`config.mk`:
```
export PLATFORM = sky130hd
export DESIGN_NAME = sbox7_preimage_flat
export DESIGN_NICKNAME = d
export VERILOG_FILES = /design/src/rtl/sbox7_preimage_if.sv /design/src/rtl/sbox7_preimage.sv /design/src/flat_wrapper.sv
export SDC_FILE = /design/constraint.sdc
export NUM_CORES = 1
export LEC_CHECK = 0
export CAP_MARGIN = 40
export CORE_ASPECT_RATIO = 1.1
export CORE_MARGIN = 3
export CORE_UTILIZATION = 40
export DETAILED_ROUTE_END_ITERATION = 7
export HOLD_SLACK_MARGIN = 0.02
export PLACE_DENSITY = 0.74
export SLEW_MARGIN = 10
export SYNTH_ARGS = -nofsm -noshare
export SYNTH_HDL_FRONTEND = slang
export SYNTH_SLANG_ARGS = --single-unit
```
`constraint.sdc`:
```
create_clock -name clk -period 2.9 [get_ports clk]
set_input_delay 0.58 -clock clk [delete_from_list [all_inputs] [get_ports clk]]
set_output_delay 0.58 -clock clk [all_outputs]
set_load 0.005 [all_outputs]
```
`src/rtl/sbox7_preimage_if.sv`:
```
// sbox7_preimage_if: request/response bundle for the S7 preimage enumerator
interface sbox7_preimage_if;
  logic       req_valid;
  logic [3:0] req_data;
  logic       req_ready;
  logic       abort;
  logic       out_valid;
  logic       out_ready;
  logic [6:1] out_data;
  logic [1:0] out_row;
  logic       out_last;
  logic       busy;
  modport master (
    output req_valid, req_data, abort, out_ready,
    input  req_ready, out_valid, out_data, out_row, out_last, busy
  );
  modport slave (
    input  req_valid, req_data, abort, out_ready,
    output req_ready, out_valid, out_data, out_row, out_last, busy
  );
endinterface

```
`src/rtl/sbox7_preimage.sv`:
```
// sbox7_preimage: scans the DES S7 table and streams the four inputs mapping to a requested nibble
module sbox7_preimage (
  input  logic              clk,
  input  logic              rst_n,
  sbox7_preimage_if.slave   bus
);
  typedef enum logic [1:0] {IDLE, SCAN, EMIT} state_t;
  // Rows 0..3 concatenated; entry for sel s sits at bit offset 4*(63-s)
  localparam logic [255:0] S7 = {
    64'h4B2EF08D3C975A61, 64'hD0B7491AE35C2F86,
    64'h14BDC37EAF680592, 64'h6BD814A7950FE23C
  };
  state_t     state, state_d;
  logic [5:0] idx, idx_d;
  logic [3:0] y, y_d;
  logic [6:1] data_q, data_d;
  logic [1:0] row_q, row_d;
  logic       last_q, last_d;
  logic [3:0] entry;
  logic       hit;
  assign entry = S7[{~idx, 2'b00} +: 4];
  assign hit   = entry == y;
  always_comb begin
    state_d = state;
    idx_d   = idx;
    y_d     = y;
    data_d  = data_q;
    row_d   = row_q;
    last_d  = last_q;
    case (state)
      IDLE: if (bus.req_valid) begin
        y_d     = bus.req_data;
        idx_d   = '0;
        state_d = SCAN;
      end
      SCAN: if (bus.abort) state_d = IDLE;
      else if (hit) begin
        data_d  = {idx[5], idx[3:0], idx[4]};
        row_d   = idx[5:4];
        last_d  = &idx[5:4];
        state_d = EMIT;
      end else idx_d = idx + 6'd1;
      EMIT: if (bus.abort) state_d = IDLE;
      else if (bus.out_ready) begin
        state_d = last_q ? IDLE : SCAN;
        idx_d   = last_q ? idx : idx + 6'd1;
      end
      default: state_d = IDLE;
    endcase
  end
  always_ff @(posedge clk or negedge rst_n)
    if (!rst_n) begin
      state  <= IDLE;
      idx    <= '0;
      y      <= '0;
      data_q <= '0;
      row_q  <= '0;
      last_q <= 1'b0;
    end else begin
      state  <= state_d;
      idx    <= idx_d;
      y      <= y_d;
      data_q <= data_d;
      row_q  <= row_d;
      last_q <= last_d;
    end
  assign bus.req_ready = state == IDLE;
  assign bus.busy      = state != IDLE;
  assign bus.out_valid = state == EMIT;
  assign bus.out_data  = data_q;
  assign bus.out_row   = row_q;
  assign bus.out_last  = last_q;
endmodule

```
`src/flat_wrapper.sv`:
```
// flat-port wrapper written by rule: the top's interface ports become plain ports
module sbox7_preimage_flat 
  (clk, rst_n, bus_req_valid, bus_req_data, bus_abort, bus_out_ready, bus_req_ready, bus_out_valid, bus_out_data, bus_out_row, bus_out_last, bus_busy);
  sbox7_preimage_if bus_i ();
  input  logic clk;
  input  logic rst_n;
  input wire logic [$bits(bus_i.req_valid)-1:0] bus_req_valid;
  input wire logic [$bits(bus_i.req_data)-1:0] bus_req_data;
  input wire logic [$bits(bus_i.abort)-1:0] bus_abort;
  input wire logic [$bits(bus_i.out_ready)-1:0] bus_out_ready;
  output wire logic [$bits(bus_i.req_ready)-1:0] bus_req_ready;
  output wire logic [$bits(bus_i.out_valid)-1:0] bus_out_valid;
  output wire logic [$bits(bus_i.out_data)-1:0] bus_out_data;
  output wire logic [$bits(bus_i.out_row)-1:0] bus_out_row;
  output wire logic [$bits(bus_i.out_last)-1:0] bus_out_last;
  output wire logic [$bits(bus_i.busy)-1:0] bus_busy;
  assign bus_i.req_valid = bus_req_valid;
  assign bus_i.req_data = bus_req_data;
  assign bus_i.abort = bus_abort;
  assign bus_i.out_ready = bus_out_ready;
  assign bus_req_ready = bus_i.req_ready;
  assign bus_out_valid = bus_i.out_valid;
  assign bus_out_data = bus_i.out_data;
  assign bus_out_row = bus_i.out_row;
  assign bus_out_last = bus_i.out_last;
  assign bus_busy = bus_i.busy;
  sbox7_preimage u_core (.clk(clk), .rst_n(rst_n), .bus(bus_i));
endmodule
```
==> impl_metrics.yaml <==
critical_path:
  cp_top_family: "simple AND/OR/NAND/NOR gates"
  worstSetupPathType: "reg -> reg"
  critPathSlowestCell: "or4b_1"
  worstSetupEndpointType: "flop"
  worst_ep_required_time_ns: 3.06
  crit_fanout: 6
  cp-start-kind: "flop"
  crit_buf_inv: 2
  cp_slowest_stage_delay_ns: 0.51
  arrival_ns: 2.96
  path_cells: "buf_6, ha_1, or4b_1, nand4_1, a2bb2oi_2, a21oi_1, nand4b_4, nor4_4, buf_2, mux2_2"
synthesis:
  netlist.area_leader.share: 0.280
  synth_edf_count: 0
  syn_inst: 191
  avgSynthCellArea_sq_um: 8.90
  yosysWarnings: 0
  yosysSeqAreaShare: 0.280
  yosys.area.top_type: "dfrtp_1"
  synth.distinct_cells: 50
  netlist_area_sq_um: 1700
  synthFlopType: "dfrtp_1"
  ys_top_cells_by_area: "dfrtp_1, ha_1, mux2_2, nand2_1, nand3_1"
  ys_ff_latch: 19
  async_reset_ff_frac: 1.00
  synth_nets: 213
sta:
  min_period_ns: 2.80
  setup_ws_ns: 0.102
  drv_slew: 0
  setup_viol: 0
  skew_ns: 0.00866
  tns_ns: 0
  fmaxAchievable_ghz: 0.357
  max_slew_margin: 0.608
  timing.final.crit_share: 0.965
  worst_pin_slew_ns: 0.587
  hold_viol_final: 0
power:
  total_leakage_power_uw: 0.000967
  switching_share: 0.467
  power_switching_uw: 1300
  peakVddDrop_uv: 588
  p_comb_frac: 0.737
  design_power_total_uw: 2780
  intPower_uw: 1480
  pwr-share-clk: 0.070
  power.density_nw_per_um2: 1250
  power_frac_seq: 0.193
detailed_routing:
  dr.first_iter.drc_count: 85
  wirelength_um: 4380
  drc: 0
  viasPerCell: 5.66
  wl_per_cell_um: 15.7
  ant_nets: 0
  dr_total_vias: 1573
  firstDrtPassIters: 4
global_routing:
  gr-usage-all-layers: 0.160
  grt_max_degree: 20
  antenna_found_initial: 0
  globalRouteOverflowTotal: 0
  grt_pass1_vias: 1399
  grt_pass1_wl_um: 6370
final_layout:
  finalNetCount: 249
  area_growth_pct: 30.9
  fill_cells: 364
  diodes: 0
  layout-drive-gt1-share: 0.279
die:
  pin_count: 21
  start_util: 0.423
  fp.dieW_um: 68.2
  rows: 24
  die-area_sq_um: 5070
  die_h_um: 74.4
  core_sq_um: 4020
hold_path:
  hp-class: "reg -> reg"
clock_network:
  cts.clk_slew.worst_paths_ns: 0.08
  cts_buffer_depth: 2
  cts_tree: "yes"
  clock-root-buffer: "clkbuf_8"
  clock_latency_ns: 0.27
  clock_sinks: 19
  numCtsBuffers: 3
  cts-htree-levels: 1
placement:
  gp_congestion: 0.880
  hpwl_um: 2930
  io_buffers: 20
  pre_cts_ws_ns: 0.0882
run:
  drv_cap: 0
status:
  outcome: "finished, final reports clean"
==> final timing paths <==
kind	from	end	slack [ns]	depth (start not counted)
setup / recovery	u_core.idx[1]$_DFFE_PN0P_	u_core.bus.out_row[1]$_DFFE_PN0P_	0.10	10
max in group asynchronous	rst_n	u_core.idx[3]$_DFFE_PN0P_	2.04	2
hold reg to reg	u_core.bus.out_data[3]$_DFFE_PN0P_	u_core.bus.out_data[3]$_DFFE_PN0P_	0.51	1
setup reg to reg	u_core.idx[1]$_DFFE_PN0P_	u_core.bus.out_row[1]$_DFFE_PN0P_	0.10	10
hold / removal	u_core.bus.out_data[3]$_DFFE_PN0P_	u_core.bus.out_data[3]$_DFFE_PN0P_	0.51	1
min in group asynchronous	rst_n	u_core.idx[5]$_DFFE_PN0P_	0.64	2
==> cell families after synthesis <==
| group | synth area share |
|---|---|
| muxes | 0.104 |
| and+or+nand+nor | 0.222 |
| adders and majority gates | 0.0957 |
| DFF | 0.280 |
| AOI/OAI and AO/OA | 0.199 |
| xor gates and xnor gates | 0.0258 |
| buffers and inverters | 0.0743 |
==> cell type report <==
class	instances	area [sq um]	share of cell area
multi-input cells	146	1190	0.534
flip-flops and latches	19	478	0.215
well taps	52	65.1	0.0292
repair buffers	46	404	0.182
inverters	11	43.8	0.0197
clock buffers	3	41.3	0.0185
clock inverters	1	5.00	0.00225
==> power by group through the flow <==
stage,Combinational (uW),Sequential (uW),Clock [uW]
after floorplan,1310,459,0
after global placement,1680,527,0
after detailed placement,1700,532,0
after CTS,1700,526,196
after global routing,2220,554,206
final,2050,536,195
==> worst reg2reg max path: cells and delay by family, from the launching register on <==
kind / cells / cell delay (ns)
and+or+nand+nor: 4 / 1.19
DFF: 1 / 0.40
buffers and inverters: 2 / 0.33
AOI/OAI and AO/OA: 2 / 0.24
muxes: 1 / 0.33
adders and majority gates: 1 / 0.20
==> sequential cells by signal (all words and copies together), names as in the netlist <==
name	count
u_core.bus.out_data	4
u_core.bus.out_last	1
u_core.bus.out_row	2
u_core.idx	6
u_core.state	2
u_core.y	4
==> layer usage <==
metal / up-vias / GRT usage / wire length (um)
li1: 773 / - / -
met1: 751 / 0.220 / 1970
met2: 38 / 0.255 / 2190
met3: 11 / 0.0181 / 124
met4: 0 / 0.0640 / 93
met5: - / 0 / 0
==> cell usage after synthesis (all sizes together), types with 2 or more instances <==
master  count
inv        11
nor2        6
clkbuf      3
o311ai      2
a21oi       8
o21ai       9
a22oi       2
a21o        4
or3         2
a31oi       2
dfrtp      19
o211ai      4
xnor2       4
mux2i       3
mux2       11
nor2b       4
o221ai      2
ha         13
a211o       3
or2         2
nand2b      2
or4b        3
buf        12
nor3        6
nand3b      2
o31ai       4
nand2      19
nand4       3
nand3      10
==> metrics by stage <==
step	util	instances	instance area (sq um)	hold slack, ns
6_report	0.553	278	2230	0.512
5_1_grt	0.553	278	2230	0.533
4_1_cts	0.511	267	2050	0.521
3_5_place_dp	0.499	263	2010	0.495
3_3_place_gp	0.499	263	2010	0.494
2_1_floorplan	-	191	1720	0.284
==> cells in the final DEF (no fill, tap or decap), drive strengths merged, types with 4 or more instances in the layout <==
master / n
a21o: 4
a21oi: 8
buf: 26
clkdlybuf4s50: 20
dfrtp: 19
ha: 13
inv: 11
mux2: 11
nand2: 19
nand3: 10
nor2: 6
nor2b: 4
nor3: 6
o211ai: 4
o21ai: 9
o31ai: 4
xnor2: 4
==> repair_timing <==
| action | CTS | global route |
|---|---|---|
| buffers inserted | 0 | 10 |
| endpoints found under the setup margin | 0 | 12 |
| hold buffers | 0 | 0 |
| gates resized for setup | 0 | 19 |
(Power assumes the default switching activity.)
